==> src/rtl/regfile_param.sv <==
// NUM_REGS x DATA_W register file: R0 reads zero, two combinational read ports, one write port
// with optional write->read bypass, plus a soft-clear sequencer and a valid/ready register dump.
module regfile_param #(
    parameter  int DATA_W   = 8,
    parameter  int NUM_REGS = 8,
    parameter  int BYPASS   = 1,
    localparam int ADDR_W   = $clog2(NUM_REGS)
) (
    input  logic              clk,
    input  logic              rst_n,
    input  logic              wr_en,
    input  logic [ADDR_W-1:0] wr_addr,
    input  logic [DATA_W-1:0] wr_data,
    input  logic [ADDR_W-1:0] rd_addr1,
    output logic [DATA_W-1:0] rd_data1,
    input  logic [ADDR_W-1:0] rd_addr2,
    output logic [DATA_W-1:0] rd_data2,
    input  logic              clr_req,
    output logic              clr_done,
    output logic              busy,
    output logic              wr_drop,
    input  logic              dump_req,
    output logic              dump_valid,
    input  logic              dump_ready,
    output logic [ADDR_W-1:0] dump_addr,
    output logic [DATA_W-1:0] dump_data,
    output logic              dump_last
);

    typedef enum logic [1:0] {IDLE, CLEAR, DUMP} state_t;

    localparam logic [ADDR_W-1:0] LAST_IDX = ADDR_W'(NUM_REGS - 1);

    state_t            state_q, state_d;
    logic [ADDR_W-1:0] idx_q, idx_d;
    logic              clr_done_q, clr_done_d;
    logic [DATA_W-1:0] regs_q [NUM_REGS];
    logic [DATA_W-1:0] regs_d [NUM_REGS];
    logic              wr_acc;

    always_comb wr_acc = wr_en && (wr_addr != '0) && (state_q != CLEAR);

    always_comb begin
        state_d    = state_q;
        idx_d      = idx_q;
        clr_done_d = 1'b0;
        regs_d     = regs_q;
        if (wr_acc) regs_d[wr_addr] = wr_data;
        case (state_q)
            IDLE: begin
                if (clr_req) begin
                    state_d = CLEAR;
                    idx_d   = ADDR_W'(1);
                end else if (dump_req) begin
                    state_d = DUMP;
                    idx_d   = '0;
                end
            end
            CLEAR: begin
                regs_d[idx_q] = '0;
                idx_d         = idx_q + ADDR_W'(1);
                if (idx_q == LAST_IDX) begin
                    state_d    = IDLE;
                    idx_d      = '0;
                    clr_done_d = 1'b1;
                end
            end
            DUMP: begin
                if (dump_ready) begin
                    idx_d = idx_q + ADDR_W'(1);
                    if (idx_q == LAST_IDX) begin
                        state_d = IDLE;
                        idx_d   = '0;
                    end
                end
            end
            default: state_d = IDLE;
        endcase
        // R0 is a constant zero; synthesis folds this slot away
        regs_d[0] = '0;
    end

    always_ff @(posedge clk or negedge rst_n) begin
        if (!rst_n) begin
            state_q    <= IDLE;
            idx_q      <= '0;
            clr_done_q <= 1'b0;
            for (int i = 0; i < NUM_REGS; i++) regs_q[i] <= '0;
        end else begin
            state_q    <= state_d;
            idx_q      <= idx_d;
            clr_done_q <= clr_done_d;
            regs_q     <= regs_d;
        end
    end

    always_comb begin
        rd_data1 = regs_q[rd_addr1];
        rd_data2 = regs_q[rd_addr2];
        if ((BYPASS != 0) && wr_acc && (wr_addr == rd_addr1)) rd_data1 = wr_data;
        if ((BYPASS != 0) && wr_acc && (wr_addr == rd_addr2)) rd_data2 = wr_data;
    end

    always_comb begin
        busy       = (state_q == CLEAR);
        wr_drop    = wr_en && (wr_addr != '0) && (state_q == CLEAR);
        clr_done   = clr_done_q;
        dump_valid = (state_q == DUMP);
        dump_addr  = dump_valid ? idx_q : '0;
        dump_data  = dump_valid ? regs_q[idx_q] : '0;
        dump_last  = dump_valid && (idx_q == LAST_IDX);
    end

endmodule

==> config.mk <==
export PLATFORM = sky130hd
export DESIGN_NAME = regfile_param
export DESIGN_NICKNAME = d
export VERILOG_FILES = /design/src/rtl/regfile_param.sv
export SDC_FILE = /design/constraint.sdc
export NUM_CORES = 1
export LEC_CHECK = 0
export ABC_AREA = 1
export CAP_MARGIN = 5
export CORE_UTILIZATION = 45
export DETAILED_ROUTE_END_ITERATION = 8
export DONT_BUFFER_PORTS = 1
export SLEW_MARGIN = 25
export SYNTH_ARGS = -nofsm -noshare
export SYNTH_HDL_FRONTEND = slang
export SYNTH_SLANG_ARGS = --single-unit
==> constraint.sdc <==
create_clock -name clk -period 1.5 [get_ports clk]
set_input_delay 0.3 -clock clk [delete_from_list [all_inputs] [get_ports clk]]
set_output_delay 0.3 -clock clk [all_outputs]
set_load 0.02 [all_outputs]
# Yosys cells after proc, flatten, opt, wreduce, memory -nomap -nowiden
# Index checks and enable logic that the tools add are counted.
dict set report totals {
  word_cells 76
  output_inout_bits 32
  register_bits 62
  input_bits 23
}
dict set report classes {
  reduce_logical 13
  eq_ne 8
  magnitude_cmp 6
  n_mux 32
  add_sub_neg 1
  n_bitwise 6
}
# cell count
set ops {}
lappend ops {{56-bit two-way mux} 2}
lappend ops {{8-bit two-way mux} 11}
lappend ops {{8-bit binary-select mux with 3-bit select} 3}
lappend ops {{64-bit bitwise mux} 1}
lappend ops {{56-bit bitwise AND} 1}
lappend ops {{56-bit inverter} 1}
lappend ops {{8-bit demux with 3-bit select} 2}
lappend ops {{4-bit greater-or-equal comparator (second input constant)} 4}
lappend ops {{3-bit inverter with 4-bit output} 4}
lappend ops {{3-bit two-way mux} 5}
lappend ops {{3-bit one-hot mux with 3 select lines} 1}
lappend ops {{1-bit logical AND} 8}
lappend ops {{4-bit by 1-bit < comparator with 1-bit output (second input constant)} 2}
lappend ops {{2-bit two-way mux} 4}
lappend ops {{3-bit == test} 2}
lappend ops {{2-bit one-hot mux with 3 select lines} 1}
lappend ops {{3-bit nonzero test} 2}
lappend ops {{2-bit by 1-bit inequality test with 1-bit output (second input constant)} 2}
lappend ops {{3-bit by 1-bit adder with 3-bit output (second input constant)} 1}
lappend ops {{3-bit == test (second input constant)} 1}
lappend ops {{3-bit inequality test (second input constant)} 1}
lappend ops {{3-bit AND reduction} 1}
lappend ops {{2-bit by 1-bit == test with 1-bit output (second input constant)} 1}
lappend ops {{2-bit == test (second input constant)} 1}
lappend ops {{other kinds (3)} 4}

# Logic depth before layout (Yosys ltp)
# Gate-level depths: netlist of run 1.
dict set report logic_depth {
  depth_word 9
  mapped_depth 10
  mapped_depth_nobuf 8
}

# Worst setup path after synthesis of run 1
# Ideal clock, no wire load.
dict set report synth_path {
  path_type {reg-to-output}
  from {register state_q[1]}
  to {output port wr_drop}
  slack_ns -0.397
  arrival_ns 1.597
  path_buffers 2
  t_required_ns 1.200
  stages_incl_launch_ff 7
  cell_sequence {dfrtp_1 inv_1 ha_1 inv_1 buf_2 buf_1 nor2_1}
}
dict set report synth_between {
  elab_chain_len 2
}
# item line_no
set synth_lines {}
lappend synth_lines {{start, declared} 34} ;# state_t state_q, state_d;
lappend synth_lines {{start signal, assigned} 90} ;# state_q <= state_d;
lappend synth_lines {{2-bit by 1-bit == test with 1-bit output} --}
lappend synth_lines {{via busy} 20} ;# output logic busy,
lappend synth_lines {{1-bit logical AND} 106} ;# wr_drop = wr_en && (wr_addr != '0) && (state_q == CLEAR);
lappend synth_lines {{end, declared} 21} ;# output logic wr_drop,
# The timed path passes the listed nets, and every way through them passes these cells.

# Final worst setup path of run 1
dict set report layout_path {
  from {register idx_q[0]}
  to {output port dump_data[6]}
}
dict set report layout_between {
  elab_chain_len 5
}
# item line_no
set layout_lines {}
lappend layout_lines {{start, declared} 35} ;# logic [ADDR_W-1:0] idx_q, idx_d;
lappend layout_lines {{start signal, assigned} 91} ;# idx_q <= idx_d;
lappend layout_lines {{3-bit inverter with 4-bit output (not written as such)} 110} ;# dump_data = dump_valid ? regs_q[idx_q] : '0;
lappend layout_lines {{8-bit binary-select mux with 3-bit select} 110}
lappend layout_lines {{8-bit two-way mux (not written as such) (2 in series)} 110}
lappend layout_lines {{8-bit two-way mux} 110}
lappend layout_lines {{end, declared} 26} ;# output logic [DATA_W-1:0] dump_data,
# Every way passes these cells. The select of a mux whose other input is x is not followed.

==> impl_metrics.tcl, run 1 <==
set metrics [dict create \
    cp.arrival_ns 1.75 \
    p_leak_nw 3.73 \
    synth-simple-area-share 0.532 \
    grt_usage 0.368 \
    grt_max_degree 63 \
    chipHeight_um 107 \
    endpoint_kind "output port" \
    r2r_start "state_q[0]" \
    total_power_mw 12.7 \
    fill_cells 968 \
    r2r-end "regs_q[12]" \
    clkTransAtPathRegs_ns 0.08 \
    worst_slew_pin_slew_ns 0.522 \
    required_ns 1.20 \
    cp_slowest_cell "dfrtp_2" \
    holdWs_ns -0.386 \
    skew_ns 0.0107 \
    max_stage_delay_ns 0.50 \
    dieArea_sq_mm 0.0116 \
    num_io_pins 55 \
    crit_path_frequent_cell "nor2_4" \
    power_frac_comb 0.610 \
    core.rowCount 38 \
    cap_violations 0 \
    ys_ff_latch 62 \
    worstPathMaxFanout 6 \
    fmax_mhz 487 \
    antenna_found_initial 0 \
    port_buffers 0 \
    hold_viol_final 62 \
    synth_nets 885 \
    p_sw_frac 0.493 \
    setup_slack_ns -0.552 \
    grt_pass1_wl_um 31200 \
    cts.sinks 62 \
    drive_gt1_frac 0.328 \
    syn_area_per_cell_sq_um 5.85 \
    drt-total-wl_um 20800 \
    root_buffer "clkbuf_8" \
    syn_area_sq_mm 0.00501 \
    peakVddDrop_mv 1.37 \
    power_density_mw_per_mm2 1770 \
    drt_iter0_drc 510 \
    status "finished, violations left" \
    grt_pass1_vias 5584 \
    htree_levels 3 \
    gp_congestion 1.12 \
    worstPathCellList "clkbuf_16 -> o211ai_1 -> nand3_2 -> nor2_4 -> nor2_4" \
    dp_hpwl_um 14500 \
    m1WireLength_um 8490 \
    syn2layout_area_growth_pct 42.4 \
    die_w_um 107 \
    synth.area.mux_share 0 \
    netlist-cell-type-count 24 \
    power_frac_seq 0.272 \
    met2_wirelength_um 9690 \
    maxSlewViolCount 0 \
    p_clk_frac 0.119 \
    synthArstFlopShare 1.00 \
    tritoncts "yes" \
    via_per_inst 5.69 \
    final_common_cell "nand2_1" \
    synth_xor_area_frac 0.00700 \
    synth_enable_flop_cells 0 \
    synth_top_family_by_area "simple AND/OR/NAND/NOR gates" \
    drcViolationCount 0 \
    wire_per_inst_um 19.6 \
    worst_setup_path_start_kind "register" \
    postLayoutCellArea_sq_mm 0.00713 \
    wl_met3_um 1720 \
    first_pass_iters 6 \
    dpl_cell_area_sq_mm 0.00584 \
    setup_violations 73 \
    hold_class "input port to async pin" \
    insertion_delay_ns 0.37 \
    antenna_cells 0 \
    ys_warn_count 0 \
    path_buf_inv 1 \
    regToRegSetupSlack_ns -0.35 \
    num_vias 6031 \
    numCtsBuffers 9 \
    yosys.area_share.adder 0.0150 \
    fin_setup_tns_ns -23.83 \
    top_layer "met4" \
    fin_crit_ns 2.05 \
    r2r_cells 12 \
    fp.coreArea_sq_mm 0.0108 \
    crit_type "register to output port" \
    antenna_left 0 \
    yosysSeqAreaShare 0.310 \
    p_switching_mw 6.24 \
    crit_family "flip-flops" \
    period_share 1.37 \
    rsz0062_at_grt "true" \
    grt_overflow 0 \
    p_int_mw 6.41 \
    layout_common_cells "247 x nand2_1, 96 x nor2_1, 76 x inv_1, 76 x nand3_1, 59 x dfrtp_1" \
    finalNetCount 944 \
    clockBufferDepth 2 \
    syn_inst 856 \
    synth-compound-area-share 0.0350 \
    ys.flop_type "dfrtp_1" \
    slew_headroom 0.651 \
    start_util 0.462 \
    violations "hold timing, setup timing" \
]
[cells by family (layout without fill, tap and decap cells)]
group                    after synthesis  after routing
buffers and inverters                129            192
AO/OA/AOI/OAI                         31             31
XOR/XNOR                               4              4
adder cells (fa/ha/maj)                6              6
AND/OR/NAND/NOR                      624            625
flip-flops                            62             62
[synth_stat cells, types with 3 or more instances]
cell	count	area [sq um]
a21oi_1	9	45.0
buf_1	8	30.0
buf_2	16	80.1
clkbuf_1	10	37.5
clkinv_1	3	11.3
dfrtp_1	62	1550
ha_1	6	75.1
inv_1	87	327
inv_2	5	18.8
nand2_1	329	1230
nand3_1	93	465
nand4_1	43	269
nor2_1	134	503
nor2_2	8	50.1
nor2_4	3	33.8
nor3b_1	8	60.1
o211ai_1	8	60.1
o21ai_0	14	70.1
xor2_1	3	26.3
[layer usage]
metal / global-route usage / vias up
met5: 0 / -
met4: 0.188 / 0
met3: 0.0557 / 66
met2: 0.576 / 299
met1: 0.492 / 2849
li1: - / 2817
[registers in the layout, summed over array words and instances (netlist names)]
name	flops
regs_q	56
idx_q	3
state_q	2
clr_done	1
[worst max path at each step]
stage / startpoint / end / slack (ns) / cells past startpoint
after floorplan: state_q[1] / rd_data2[0] / -0.15 / 8
after CTS: state_q[0] / rd_data2[3] / -0.51 / 7
after global placement: state_q[1] / rd_data2[0] / -0.14 / 8
after global routing: state_q[1] / rd_data2[3] / -0.61 / 8
final: idx_q[0] / dump_data[6] / -0.55 / 5
after detailed placement: state_q[0] / rd_data2[3] / -0.18 / 7
[per-stage QoR]
step | setup slack (ns) | std cells | hold WS [ns] | util
after global routing | -0.607 | 1060 | -0.401 | 0.658
after global placement | -0.143 | 1015 | 0.00554 | 0.539
final | -0.552 | 1060 | -0.386 | 0.658
after detailed placement | -0.179 | 1015 | 0.00653 | 0.539
after CTS | -0.513 | 1047 | -0.396 | 0.604
after floorplan | -0.146 | 856 | 0.00441 | -
[cell type report]
cell class                 instances  area, sq um  area share
tap                              140          175      0.0246
timing repair buffer              81          915       0.128
clock inverter                     4         28.8     0.00404
inverter                          95          399      0.0560
clock buffer                      12          165      0.0232
multi-input combinational        666         3890       0.546
sequential                        62         1560       0.218
[power groups by stage]
stage,Sequential [mW],Combinational [mW],Clock [mW]
floorplan,2.97,3.92,0
global placement,3.32,5.48,0
detailed placement,3.34,5.57,0
CTS,3.32,6.51,1.51
global route,3.50,8.34,1.59
finish,3.44,7.71,1.50
[timing repair]
action                     4_1_cts  5_1_grt
gates cloned                     3        4
gates resized for setup        118      130
setup endpoints to repair       79       92
hold endpoints to repair        62       62
pin swaps                       28       57
setup buffers                   14       15
Note: power is estimated with default switching activity, not from simulation.
==> inputs of run 2 (changes only) <==
--- a/config.mk
+++ b/config.mk
@@ -10,6 +10,7 @@
 export CORE_UTILIZATION = 45
 export DETAILED_ROUTE_END_ITERATION = 8
 export DONT_BUFFER_PORTS = 1
+export SETUP_SLACK_MARGIN = 0.2
 export SLEW_MARGIN = 25
 export SYNTH_ARGS = -nofsm -noshare
 export SYNTH_HDL_FRONTEND = slang
==> run 2 against run 1 <==
Effect of this change: the run still ends with hold timing, setup timing left; register-to-register slack gained 0.04 ns; cell area shrank 4.3%; first-iteration DRC count grew 14%; worst setup slack gained 0.031 ns; routed wire length grew 3.4%; sequential share of layout area grew 0.97 points; worst hold slack lost 0.0058 ns; largest cell class unchanged.
==> impl_metrics.tcl, run 2 (synthesis results as in run 1) <==
set metrics [dict create \
    grt_usage 0.370 \
    maxSlewViolCount 0 \
    holdWs_ns -0.392 \
    endpoint_kind "output port" \
    syn2layout_area_growth_pct 36.2 \
    r2r-end "regs_q[27]" \
    finalNetCount 949 \
    hold_class "input port to async pin" \
    root_buffer "clkbuf_8" \
    setup_slack_ns -0.521 \
    fin_cells 1065 \
    top_register "regs_q" \
    fill_cells 1036 \
    required_ns 1.20 \
    cp.arrival_ns 1.72 \
    grt_pass1_wl_um 31300 \
    crit_type "register to output port" \
    start_util 0.462 \
    layout_common_cells "283 x nand2_1, 105 x nor2_1, 82 x nand3_1, 78 x inv_1, 60 x dfrtp_1" \
    postLayoutCellArea_sq_mm 0.00682 \
    clockBufferDepth 2 \
    rsz0062_at_grt "true" \
    antenna_cells 0 \
    worst_setup_path_start_kind "register" \
    r2r_cells 11 \
    largest_registers "regs_q x56, idx_q x3, state_q x2" \
    die_w_um 107 \
    fin_crit_ns 2.02 \
    grt_max_degree 63 \
    htree_levels 3 \
    gp_congestion 1.01 \
    drcViolationCount 0 \
    cap_violations 0 \
    fp.coreArea_sq_mm 0.0108 \
    setup_violations 93 \
    insertion_delay_ns 0.38 \
    chipHeight_um 107 \
    first_pass_iters 6 \
    port_buffers 0 \
    worst_slew_pin_slew_ns 0.520 \
    core.rowCount 38 \
    antenna_left 0 \
    period_share 1.35 \
    slew_headroom 0.652 \
    dp_cells 1012 \
    drt-total-wl_um 21500 \
    final_common_cell "nand2_1" \
    worstPathMaxFanout 8 \
    power_density_mw_per_mm2 1790 \
    violations "hold timing, setup timing" \
    num_vias 6058 \
    tritoncts "yes" \
    peakVddDrop_mv 1.14 \
    num_io_pins 55 \
    clkTransAtPathRegs_ns 0.08 \
    wire_per_inst_um 20.2 \
    status "finished, violations left" \
    cts.sinks 62 \
    drive_gt1_frac 0.263 \
    grt_overflow 0 \
    via_per_inst 5.69 \
    skew_ns 0.00820 \
    hold_viol_final 62 \
    dieArea_sq_mm 0.0116 \
    grt_pass1_vias 5558 \
    gr-usage-met2 0.587 \
    drt_iter0_drc 581 \
    met1_usage 0.479 \
    antenna_found_initial 0 \
    use_met3 0.0860 \
    dp_hpwl_um 14600 \
    fmax_mhz 495 \
    fin_setup_tns_ns -25.37 \
    grt.busiest_layer "met2" \
    regToRegSetupSlack_ns -0.31 \
    dpl_cell_area_sq_mm 0.00578 \
    p_leak_nw 3.70 \
    numCtsBuffers 9 \
    r2r_start "state_q[0]" \
    largest_reg_flops 56 \
]
run 2: repair_timing:
item,4_1_cts,5_1_grt
cloned,4,5
resized for setup,73,71
setup buffers,8,20
pin swaps,23,42
endpoints found under the hold margin,62,62
endpoints found under the setup margin,92,93
run 2: worst max-delay path by stage:
stage	endpoint	startpoint	cells after the start	slack (ns)
after global placement	regs_q[55]	state_q[0]	7	-0.13
after floorplan	rd_data2[0]	state_q[1]	8	-0.15
after detailed placement	state_q[1]	idx_q[0]	7	-0.19
after CTS	rd_data2[0]	state_q[0]	7	-0.51
final	rd_data2[0]	state_q[0]	7	-0.52
after global routing	rd_data2[0]	state_q[0]	7	-0.57
run 2: metal layers:
layer,routed length (um),vias to the layer above,share of wire
li1,-,2835,-
met1,8660,2825,0.40
met2,9860,332,0.46
met3,2200,66,0.10
met4,826,0,0.038
met5,0,-,0
run 2: power by group:
| group | internal, mW | switching [mW] |
|---|---|---|
| sequential | 2.48 | 0.996 |
| clock | 0.764 | 0.756 |
| combinational | 2.88 | 4.37 |
| total | 6.12 | 6.12 |
run 2: final cells by class:
type / count / area (sq um) / share of cell area
multi-input cells: 668 / 3610 / 0.530
flip-flops and latches: 62 / 1550 / 0.228
repair buffers: 83 / 873 / 0.128
inverters: 95 / 399 / 0.0585
well taps: 140 / 175 / 0.0257
clock buffers: 10 / 128 / 0.0187
clock inverters: 6 / 61.3 / 0.00899
repair inverters: 1 / 16.3 / 0.00238
run 2: per-stage QoR:
stage               hold slack [ns]  power [mW]  setup slack [ns]   util
finish                       -0.392        12.2            -0.521  0.629
global route                 -0.402        12.9            -0.573  0.629
CTS                          -0.396        10.9            -0.514  0.580
detailed placement          0.00609        8.74            -0.188  0.533
global placement            0.00556        8.68            -0.130  0.533
floorplan                   0.00441        6.96            -0.146      -
run 2: worst max-delay path: stages, from the launching register on:
cell and delay, ns:
dfrtp_1 0.42, ha_4 0.19, clkinv_4 0.06, nand3_4 0.13, nor2_4 0.19, nand2_4 0.13, nand2_2 0.12, nand2_4 0.07
==> inputs of run 3 (changes only) <==
--- a/config.mk
+++ b/config.mk
@@ -10,6 +10,7 @@
 export CORE_UTILIZATION = 45
 export DETAILED_ROUTE_END_ITERATION = 8
 export DONT_BUFFER_PORTS = 1
+export GPL_TIMING_DRIVEN = 0
 export SETUP_SLACK_MARGIN = 0.2
 export SLEW_MARGIN = 25
 export SYNTH_ARGS = -nofsm -noshare
==> run 3 against run 2 <==
Effect of this change: the run still ends with hold timing, setup timing left; utilization about the same; worst hold slack better by 0.0039 ns; first-iteration DRC count is 20% higher; clock power up 17%; die area is the same; fmax down 6.4%; critical path depth is 1 lower; via count up 1.8%; final cell count stayed put; clock skew is 0.0059 ns higher; largest power group unchanged.
==> impl_metrics.tcl, run 3 (synthesis results as in run 1) <==
set metrics [dict create \
    status "finished, violations left" \
    violations "hold timing, setup timing" \
    die_w_um 107 \
    slew_headroom 0.576 \
    postLayoutCellArea_sq_mm 0.00682 \
    clockBufferDepth 2 \
    worst_slew_pin_slew_ns 0.636 \
    rsz0062_at_grt "true" \
    drcViolationCount 0 \
    drt_iter0_drc 695 \
    hold_class "input port to async pin" \
    period_share 1.44 \
    r2r-end "regs_q[15]" \
    chipHeight_um 107 \
    wire_per_inst_um 21.0 \
    skew_ns 0.0141 \
    drt-total-wl_um 22300 \
    worst_setup_path_start_kind "register" \
    cts.sinks 62 \
    port_buffers 0 \
    worstPathMaxFanout 5 \
    via_per_inst 5.79 \
    root_buffer "clkbuf_8" \
    holdWs_ns -0.388 \
    largest_registers "regs_q x56, idx_q x3, state_q x2" \
    numCtsBuffers 9 \
    htree_levels 3 \
    endpoint_kind "output port" \
    crit_type "register to output port" \
    layout_common_cells "269 x nand2_1, 101 x nor2_1, 85 x nand3_1, 78 x inv_1, 59 x dfrtp_1" \
    core.rowCount 38 \
    dpl_cell_area_sq_mm 0.00556 \
    total_power_mw 12.4 \
    setup_violations 91 \
    fp.coreArea_sq_mm 0.0108 \
    num_io_pins 55 \
    start_util 0.462 \
    dp_hpwl_um 15300 \
    insertion_delay_ns 0.37 \
    peakVddDrop_mv 1.09 \
    gp_congestion 1.04 \
    top_register "regs_q" \
    fmax_mhz 463 \
    r2r_cells 10 \
    num_vias 6166 \
    largest_reg_flops 56 \
    first_pass_iters 6 \
    finalNetCount 949 \
    fin_setup_tns_ns -27.72 \
    clkTransAtPathRegs_ns 0.09 \
    grt_pass1_wl_um 32600 \
    p_leak_nw 3.66 \
    tritoncts "yes" \
    maxSlewViolCount 0 \
    drive_gt1_frac 0.272 \
    antenna_found_initial 0 \
    grt_usage 0.389 \
    required_ns 1.20 \
    dieArea_sq_mm 0.0116 \
    final_common_cell "nand2_1" \
    grt_pass1_vias 5703 \
    hold_viol_final 62 \
    syn2layout_area_growth_pct 36.2 \
    antenna_cells 0 \
    r2r_start "state_q[1]" \
    cp.arrival_ns 1.86 \
    antenna_left 0 \
    fin_crit_ns 2.16 \
    setup_slack_ns -0.660 \
    grt_max_degree 63 \
    power_density_mw_per_mm2 1820 \
    cap_violations 0 \
    regToRegSetupSlack_ns -0.30 \
    grt_overflow 0 \
]
==> run 3: cell count changes in the layout (fill, tap and decap cells not counted), sizes merged <==
cell,change
bufinv,+1
clkbuf,+8
inv,+2
buf,-10
nor2,+1
clkinv,-2
==> run 3: cell type report <==
| type | instances | area, sq um |
|---|---|---|
| Clock inverter | 7 | 105 |
| Inverter | 95 | 403 |
| Buffer | 34 | 307 |
| Clock buffer | 9 | 124 |
| Timing Repair inverter | 1 | 8.76 |
| Sequential cell | 62 | 1560 |
| Tap cell | 140 | 175 |
| Fill cell | 1028 | 4020 |
| Multi-Input combinational cell | 669 | 3650 |
| Timing Repair Buffer | 48 | 497 |
==> run 3: worst max-delay path, cell delays in order, from the launching register on <==
cell and delay [ns]:
dfrtp_2 0.45, buf_12 0.16, clkbuf_16 0.15, o211ai_1 0.31
nand3_1 0.19, nor2_2 0.16, nor2_4 0.07
==> run 3: timing repair <==
item / CTS / global route
endpoints found under the hold margin: 62 / 62
buffers inserted: 33 / 8
gates resized for setup: 117 / 53
cloned: 8 / 4
pin swaps: 62 / 29
endpoints found under the setup margin: 92 / 93
==> run 3: routing by layer <==
| layer | part of all wire | GRT usage |
|---|---|---|
| met5 | 0 | 0 |
| met4 | 0.043 | 0.168 |
| met3 | 0.096 | 0.0732 |
| met2 | 0.46 | 0.624 |
| met1 | 0.40 | 0.509 |
==> run 3: metrics by stage <==
step                      cells  utilization  worst slack (ns)  hold WS [ns]
after floorplan             856            -            -0.146       0.00441
after global placement      996        0.512            -0.645       0.00560
after detailed placement    996        0.512            -0.671       0.00577
after CTS                  1053        0.605            -0.578        -0.400
after global routing       1065        0.629            -0.679        -0.407
final                      1065        0.629            -0.660        -0.388
==> run 3: report_power, final <==
part           total [mW]  switching (mW)  internal (mW)
logic                7.28            4.47           2.81
clock network        1.78           0.820          0.961
registers            3.35           0.871           2.48
total                12.4            6.16           6.25
==> run 3: how the worst max path moves through the flow <==
| stage | startpoint | slack, ns | end |
|---|---|---|---|
| 2_1_floorplan | state_q[1] | -0.15 | rd_data2[0] |
| 4_1_cts | state_q[1] | -0.58 | rd_data2[0] |
| 5_1_grt | state_q[1] | -0.68 | rd_data2[4] |
| 3_3_place_gp | state_q[1] | -0.65 | regs_q[13] |
| 6_report | idx_q[0] | -0.66 | dump_data[3] |
| 3_5_place_dp | state_q[1] | -0.67 | regs_q[13] |
